--- src/rtl/seqdet_pkg.sv ---
// Shared helpers for the parametrised Moore sequence detector.
package seqdet_pkg;

    localparam int unsigned DEFAULT_CNT_W = 8;
    localparam logic [DEFAULT_CNT_W-1:0] DEFAULT_CNT_MAX = {DEFAULT_CNT_W{1'b1}};

    // State encodes "k pattern bits matched", so it must reach W inclusive.
    function automatic int state_width(input int w);
        return $clog2(w + 1);
    endfunction

endpackage

--- src/rtl/moore_seq_detector_if.sv ---
// Stream, control and status bundle for moore_seq_detector.
interface moore_seq_detector_if #(
    parameter int W     = 3,
    parameter int CNT_W = 8
);
    import seqdet_pkg::*;

    localparam int SW = state_width(W);

    logic             en;
    logic             x;
    logic             mode_overlap;
    logic             pat_load;
    logic [W-1:0]     pat_in;
    logic             out;
    logic [SW-1:0]    present;
    logic [CNT_W-1:0] match_count;

    modport master (
        output en, x, mode_overlap, pat_load, pat_in,
        input  out, present, match_count
    );

    modport slave (
        input  en, x, mode_overlap, pat_load, pat_in,
        output out, present, match_count
    );

endinterface

--- src/rtl/seqdet_prefix_match.sv ---
// Finds the longest pattern prefix that is a suffix of the valid history.
module seqdet_prefix_match
    import seqdet_pkg::*;
#(
    parameter int W  = 3,
    parameter int SW = state_width(W)
) (
    input  logic [W-1:0]  h,
    input  logic [SW-1:0] v,
    input  logic [W-1:0]  pat,
    output logic [SW-1:0] k
);

    logic [W:1] hit;

    // One comparator per candidate length, all evaluated in parallel.
    for (genvar j = 1; j <= W; j++) begin : g_cmp
        assign hit[j] = (h[j-1:0] == pat[W-1 -: j]);
    end

    // Later iterations win, so this selects the largest qualifying length.
    always_comb begin
        k = '0;
        for (int i = 1; i <= W; i++) begin
            if (hit[i] && (i <= int'(v))) begin
                k = SW'(i);
            end
        end
    end

endmodule

--- src/rtl/moore_seq_detector.sv ---
// Moore serial sequence detector with runtime pattern, overlap mode and match counter.
module moore_seq_detector
    import seqdet_pkg::*;
#(
    parameter int           W       = 3,
    parameter logic [W-1:0] PATTERN = 3'b101,
    parameter int           CNT_W   = DEFAULT_CNT_W
) (
    input logic               clk,
    input logic               reset_n,
    moore_seq_detector_if.slave bus
);

    localparam int SW = state_width(W);
    localparam logic [CNT_W-1:0] CNT_MAX = {CNT_W{1'b1}};
    localparam logic [SW-1:0]    S_FULL  = SW'(W);

    logic [W-1:0]     pat;
    logic [W-1:0]     hist;
    logic [SW-1:0]    hv;
    logic [SW-1:0]    present_q;
    logic [CNT_W-1:0] count_q;

    logic [W-1:0]  h_next;
    logic [SW-1:0] v_next;
    logic [SW-1:0] k_next;

    // Non-overlap mode restarts from just the newest bit after a match.
    always_comb begin
        h_next = {hist[W-2:0], bus.x};
        if ((present_q == S_FULL) && !bus.mode_overlap) begin
            v_next = SW'(1);
        end else if (hv == S_FULL) begin
            v_next = S_FULL;
        end else begin
            v_next = hv + SW'(1);
        end
    end

    seqdet_prefix_match #(
        .W  (W),
        .SW (SW)
    ) u_prefix (
        .h   (h_next),
        .v   (v_next),
        .pat (pat),
        .k   (k_next)
    );

    // Pattern load beats an accepted bit; otherwise everything holds.
    always_ff @(posedge clk or negedge reset_n) begin
        if (!reset_n) begin
            pat       <= PATTERN;
            hist      <= '0;
            hv        <= '0;
            present_q <= '0;
            count_q   <= '0;
        end else if (bus.pat_load) begin
            pat       <= bus.pat_in;
            hist      <= '0;
            hv        <= '0;
            present_q <= '0;
            count_q   <= '0;
        end else if (bus.en) begin
            hist      <= h_next;
            hv        <= v_next;
            present_q <= k_next;
            if ((k_next == S_FULL) && (count_q != CNT_MAX)) begin
                count_q <= count_q + CNT_W'(1);
            end
        end
    end

    assign bus.present     = present_q;
    assign bus.out         = (present_q == S_FULL);
    assign bus.match_count = count_q;

endmodule

--- src/flat_wrapper.sv ---
// flat-port wrapper written by rule: the top's interface ports become plain ports
module moore_seq_detector_flat import seqdet_pkg::*;
#(
    parameter int           W       = 3,
    parameter logic [W-1:0] PATTERN = 3'b101,
    parameter int           CNT_W   = DEFAULT_CNT_W
)
  (clk, reset_n, bus_en, bus_x, bus_mode_overlap, bus_pat_load, bus_pat_in, bus_out, bus_present, bus_match_count);
  moore_seq_detector_if #(.W(W), .CNT_W(CNT_W)) bus_i ();
  input logic clk;
  input logic reset_n;
  input wire logic [$bits(bus_i.en)-1:0] bus_en;
  input wire logic [$bits(bus_i.x)-1:0] bus_x;
  input wire logic [$bits(bus_i.mode_overlap)-1:0] bus_mode_overlap;
  input wire logic [$bits(bus_i.pat_load)-1:0] bus_pat_load;
  input wire logic [$bits(bus_i.pat_in)-1:0] bus_pat_in;
  output wire logic [$bits(bus_i.out)-1:0] bus_out;
  output wire logic [$bits(bus_i.present)-1:0] bus_present;
  output wire logic [$bits(bus_i.match_count)-1:0] bus_match_count;
  assign bus_i.en = bus_en;
  assign bus_i.x = bus_x;
  assign bus_i.mode_overlap = bus_mode_overlap;
  assign bus_i.pat_load = bus_pat_load;
  assign bus_i.pat_in = bus_pat_in;
  assign bus_out = bus_i.out;
  assign bus_present = bus_i.present;
  assign bus_match_count = bus_i.match_count;
  moore_seq_detector #(.W(W), .PATTERN(PATTERN), .CNT_W(CNT_W)) u_core (.clk(clk), .reset_n(reset_n), .bus(bus_i));
endmodule
--- config.mk ---
export PLATFORM = sky130hd
export DESIGN_NAME = moore_seq_detector_flat
export DESIGN_NICKNAME = d
export VERILOG_FILES = /design/src/rtl/seqdet_pkg.sv /design/src/rtl/moore_seq_detector_if.sv /design/src/rtl/seqdet_prefix_match.sv /design/src/rtl/moore_seq_detector.sv /design/src/flat_wrapper.sv
export SDC_FILE = /design/constraint.sdc
export NUM_CORES = 1
export LEC_CHECK = 0
export BUFFER_PORTS_ARGS = -buffer_cell sky130_fd_sc_hd__buf_2
export CAP_MARGIN = 20
export CELL_PAD_IN_SITES_DETAIL_PLACEMENT = 0
export CELL_PAD_IN_SITES_GLOBAL_PLACEMENT = 2
export CORE_MARGIN = 1.5
export CORE_UTILIZATION = 32
export DETAILED_ROUTE_END_ITERATION = 6
export PLACE_DENSITY_LB_ADDON = 0.1
export SYNTH_ARGS = -nofsm -noshare
export SYNTH_HDL_FRONTEND = slang
export SYNTH_SLANG_ARGS = --single-unit
--- constraint.sdc ---
create_clock -name clk -period 2.4 [get_ports clk]
set_input_delay 0.24 -clock clk [delete_from_list [all_inputs] [get_ports clk]]
set_output_delay 0.24 -clock clk [all_outputs]
set_load 0.03 [all_outputs]
# Word level (Yosys, flattened, before mapping)
# Index checks and enable logic that the tools add are counted.
[word_totals]
regBits = 17
input_bits = 9
[op_classes]
n_addsub = 2
order_cmp = 3
n_eq_ne = 7
mux = 14
reduce_logical = 9
[op_table]
columns = ["op", "count"]
rows = [
  ["two-way mux 8 bit", 3],
  ["two-way mux 2 bit", 10],
  ["adder 8 x 1 -> 8 bit (second input constant)", 1],
  ["!= test 8 bit (second input constant)", 1],
  ["== test 2 bit (second input constant)", 3],
  ["logical AND 1 bit", 5],
  ["less-or-equal comparator 2 bit (first input constant)", 2],
  ["nonzero test 2 bit", 2],
  ["== test 3 bit", 1],
  ["adder 2 x 1 -> 2 bit (second input constant)", 1],
  ["== test 2 bit", 1],
  ["less-or-equal comparator 1 x 2 -> 1 bit (first input constant)", 1],
  ["AND reduction 2 bit", 1],
  ["== test 1 bit", 1],
  ["logical NOT 1 bit", 1],
  ["two-way mux 1 bit", 1],
]

# Longest topological paths before layout
[depth]
word_depth = 13
ltp_mapped = 5

# Modules after synthesis
# A second synthesis with hierarchy kept.
[unflattened]
cells_unflattened = 99
area_unflattened_um2 = 1036.0
[modules_own_cells]
columns = ["mod", "instances", "cells_each", "area_per_inst_um2"]
rows = [
  ["moore_seq_detector", 1, 85, 938.4],
  ["seqdet_prefix_match", 1, 14, 97.6],
]

# Least setup slack after synthesis
# OpenSTA, ideal clock, no wires.
[synth_timing]
path_kind = "register to register"
startpoint = "register u_core.count_q[0], in the netlist u_core.bus.match_count[0]"
endpoint = "register u_core.count_q[7], in the netlist u_core.bus.match_count[7]"
setup_time_ns = 0.125
t_arrival_ns = 1.709
required_ns = 2.275
setup_slack_ns = 0.567
path_stages_with_launch = 6
n_path_buf = 0
cell_sequence = "dfrtp_1 ha_1 nand3_1 o2111ai_2 nor4_1 mux2_2"
[synth_between]
elab_chain_len = 4
word_cells_on_any_way = 8
cone_classes = "add/sub (1); eq/ne (1); mux (3); reduce/logical (3)"
[synth_rtl]
columns = ["element", "line", "text"]
rows = [
  ["start, declared", "moore_seq_detector.sv:22", "logic [CNT_W-1:0] count_q;"],
  ["start signal, assigned", "moore_seq_detector.sv:69", "count_q <= count_q + CNT_W'(1);"],
  ["adder 8 x 1 -> 8 bit / != test 8 bit (equally long branches)", "moore_seq_detector.sv:69, moore_seq_detector.sv:68", ""],
  ["two-way mux 8 bit / logical AND 1 bit (equally long branches)", "moore_seq_detector.sv:68", "if ((k_next == S_FULL) && (count_q != CNT_MAX)) begin"],
  ["two-way mux 8 bit / nonzero test 2 bit (equally long branches)", "n/a", ""],
  ["two-way mux 8 bit / AND reduction 2 bit (equally long branches)", "n/a", ""],
]
# Several ways; a longest one is shown, not always the timed one. The select of a mux whose other input is x is not followed.
# A chain may end at the register's enable or synchronous reset.

# Final worst setup path
[layout_timing]
startpoint = "register u_core.pat[2]"
endpoint = "register u_core.count_q[7], in the netlist u_core.bus.match_count[7]"
[layout_between]
elab_chain_len = 9
word_cells_on_any_way = 13
cone_classes = "eq/ne (4); mux (3); reduce/logical (6)"
[layout_rtl]
columns = ["element", "line", "text"]
rows = [
  ["start, declared", "moore_seq_detector.sv:18", "logic [W-1:0] pat;"],
  ["start signal, assigned", "moore_seq_detector.sv:59", "pat <= bus.pat_in;"],
  ["== test 1 bit", "seqdet_prefix_match.sv:18", "assign hit[j] = (h[j-1:0] == pat[W-1 -: j]);"],
  ["logical AND 1 bit", "seqdet_prefix_match.sv:25", "if (hit[i] && (i <= int'(v))) begin"],
  ["two-way mux 1 bit", "seqdet_prefix_match.sv:25", ""],
  ["two-way mux 2 bit", "seqdet_prefix_match.sv:25", ""],
  ["two-way mux 2 bit (*)", "seqdet_prefix_match.sv:25", ""],
  ["== test 2 bit (*)", "moore_seq_detector.sv:68", ""],
  ["logical AND 1 bit (*)", "moore_seq_detector.sv:68", ""],
  ["nonzero test 2 bit (no line) (*)", "n/a", ""],
  ["AND reduction 2 bit (no line) (*)", "n/a", ""],
]
# Every way passes the cells marked *; elsewhere a longest branch is shown, timed or not.

==> impl_metrics.toml <==
[run_status]
status = "complete, no violations"

[critical_path]
rr_startpoint = "u_core.pat[2]"
crit_chain = "xnor2_1, nand3_1, nor4_1, mux2_2"
reg2regPathDepth = 4
slowest_delay_ns = 0.59
rrSetupSlack_ns = 0.48
worstPathRequired_ns = 2.59
startpoint_type = "flop"
path_max_fanout = 11
critPathCaptureType = "flop"
reg2reg_to = "u_core.bus.match_count[7]"
slowest_stage = "dfstp_2"
worst-endpoint-arrival_ns = 2.11
crit_type = "reg2reg"

[power]
switching_share = 0.280
pwr-share-seq = 0.567
p_int_uw = 399
p_leak_uw = 0.000469
pwr-share-clk = 0.286
vdd_drop_max_mv = 0.291
p_per_area_nw_per_um2 = 515
power.switching_uw = 156
p_comb_frac = 0.147

[grt]
grt_antenna_before_repair = 0
track_usage = 0.140
gr-total-overflow = 0
grt_max_degree = 20
grt_first_pass_wirelength_um = 3550
grt_pass1_vias = 775

[clocking]
clkSinkCount = 17
htree_levels = 1
postCtsSetupBuffers = 0
clk_pin_slew_ns = 0.11
cts_buffers = 3
cts_tree = "done"
cts_buffer_depth = 2
cts_root_buf = "clkbuf_4"
clk_latency_ns = 0.29

[floorplan]
initial_core_util = 0.339
fp-row-count = 19
die_h_um = 57.1
pin_count = 20
die_w_um = 57.1
coreArea_um2 = 2760
dieArea_um2 = 3260

[route]
route.detailed.drc = 0
dr_total_vias = 776
finalWirelength_um = 2080
drt_iter0_markers = 12
viasPerCell = 5.46
drt_pass1_iterations = 4
wl_per_cell_um = 14.6
final_antenna_net_count = 0

[placement]
gp_congestion = 0.713
io_buffers = 19
dp_slack_ns = 0.507
dp_hpwl_um = 1430

[synth]
synth_cells = 92
synth-seq-cells = 17
synth.most_common_cell = "dfrtp_1"
ys_types = 35
yosys_most_used_dff = "dfrtp_1"
synth_common_cells = "dfrtp_1, nor2_1, nand3_1, a21oi_1, xnor2_1"
synthTopCellsByArea = "dfrtp_1, mux2_2, dfstp_2, xnor2_1, nand3_1"
synth_fp_nets = 102
ys_async_sr_fraction = 1.00
yosysWarningCount = 0
seq_area_frac_synth = 0.457
synth_largest_area_cell = "dfrtp_1"
syn_area_um2 = 936
synth_top_area_share = 0.401
avgSynthCellArea_um2 = 10.2
synth_edf_count = 0

[timing]
clock.fmax_ghz = 0.521
fin_crit_ns = 1.92
slew_headroom = 0.704
final_max_slew_viol_count = 0
rsz0062_at_grt = "false"
worst_slack_ns = 0.480
fin_skew_ns = 0.00680
finalSetupViolCount = 0
tightest_slew_ns = 0.445
tns_ns = 0
min_period_over_period = 0.800
finalHoldViolCount = 0

[job]
max_cap_violations = 0

[cells_and_area]
diodes = 0
drive_gt1_frac = 0.306
synthToLayoutAreaGrowth_pct = 15.2
layout.nets = 122

[worst_hold_path]
hold_depth = 2
hold_end = "u_core.pat[2]"
hp-start = "bus_pat_in[2]"
hp-class = "in2reg"
worst max-delay path by stage:
| stage | slack [ns] | end | cells after the start | startpoint |
|---|---|---|---|---|
| after global placement | 0.52 | u_core.bus.match_count[7] | 4 | u_core.pat[2] |
| after detailed placement | 0.51 | u_core.bus.match_count[7] | 4 | u_core.pat[2] |
| after global routing | 0.36 | u_core.bus.match_count[7] | 4 | u_core.pat[2] |
| after CTS | 0.46 | u_core.bus.match_count[7] | 4 | u_core.pat[2] |
| after floorplan | 0.57 | u_core.bus.match_count[7] | 5 | u_core.bus.match_count[0] |
| final | 0.48 | u_core.bus.match_count[7] | 4 | u_core.pat[2] |
routing by layer:
metal / global-route usage / wire, µm / up-vias
li1: - / - / 377
met1: 0.202 / 1090 / 381
met2: 0.209 / 906 / 16
met3: 0.0204 / 71 / 2
met4: 0.0598 / 16 / 0
met5: 0 / 0 / -
critical path, delay by kind of cell (launching register included):
kind                      cells  cell delay (ns)
muxes                         1             0.37
and+or+nand+nor               2             0.72
DFF                           1             0.59
xor gates and xnor gates      1             0.14
cell type report:
type	count	area, µm²
Fill cell	296	1680
Sequential cell	17	428
Multi-Input combinational cell	69	477
Tap cell	31	38.8
Inverter	1	3.75
Clock buffer	4	26.3
Timing Repair Buffer	20	105
stage by stage:
stage | utilization | std cells | total power (µW) | hold WS, ns | cell area [µm²]
global route | 0.391 | 142 | 594 | 0.157 | 1080
detailed placement | 0.378 | 137 | 403 | 0.193 | 1040
finish | 0.391 | 142 | 555 | 0.177 | 1080
CTS | 0.391 | 142 | 570 | 0.162 | 1080
floorplan | - | 92 | 379 | -0.0556 | 936
global placement | 0.378 | 137 | 402 | 0.194 | 1040
what timing repair did:
| item | in CTS | in global routing |
|---|---|---|
| hold buffers | 1 | 0 |
| hold endpoints to repair | 15 | 0 |
| gates resized for setup | 0 | 0 |
placed cells by master, fill, tap and decap left out, types with 2 or more instances in the layout:
master    synthesis  final
buf_2             0     19
dfrtp_1          15     15
nor2_1            8      8
nand3_1           7      7
xnor2_1           6      6
a21oi_1           6      6
mux2_2            5      5
nand2_1           5      5
nor3_1            3      3
o31ai_1           3      3
or4_1             3      3
clkbuf_4          0      3
a311oi_1          2      2
mux2i_1           2      2
o21ai_0           2      2
nor2b_1           2      2
dfstp_2           2      2
kinds of logic after synthesis:
kind of cell	share of synthesized area
and+or+nand+nor	0.218
AOI/OAI and AO/OA	0.140
DFF	0.457
muxes	0.0815
xor gates and xnor gates	0.0561
buffers and inverters	0.0334
adders and majority gates	0.0134
sequential cells by signal, indices dropped and copies added, names as in the netlist:
register                flops
u_core.bus.match_count      8
u_core.bus.present          2
u_core.hist                 2
u_core.hv                   2
u_core.pat                  3
power by group through the flow:
stage / clock network, µW / registers (µW) / logic [µW]
2_1_floorplan: 0 / 322 / 56.8
3_3_place_gp: 0 / 320 / 81.4
3_5_place_dp: 0 / 321 / 82.0
4_1_cts: 171 / 315 / 83.6
5_1_grt: 184 / 317 / 92.8
6_report: 159 / 315 / 81.7
(Power assumes the default switching activity.)
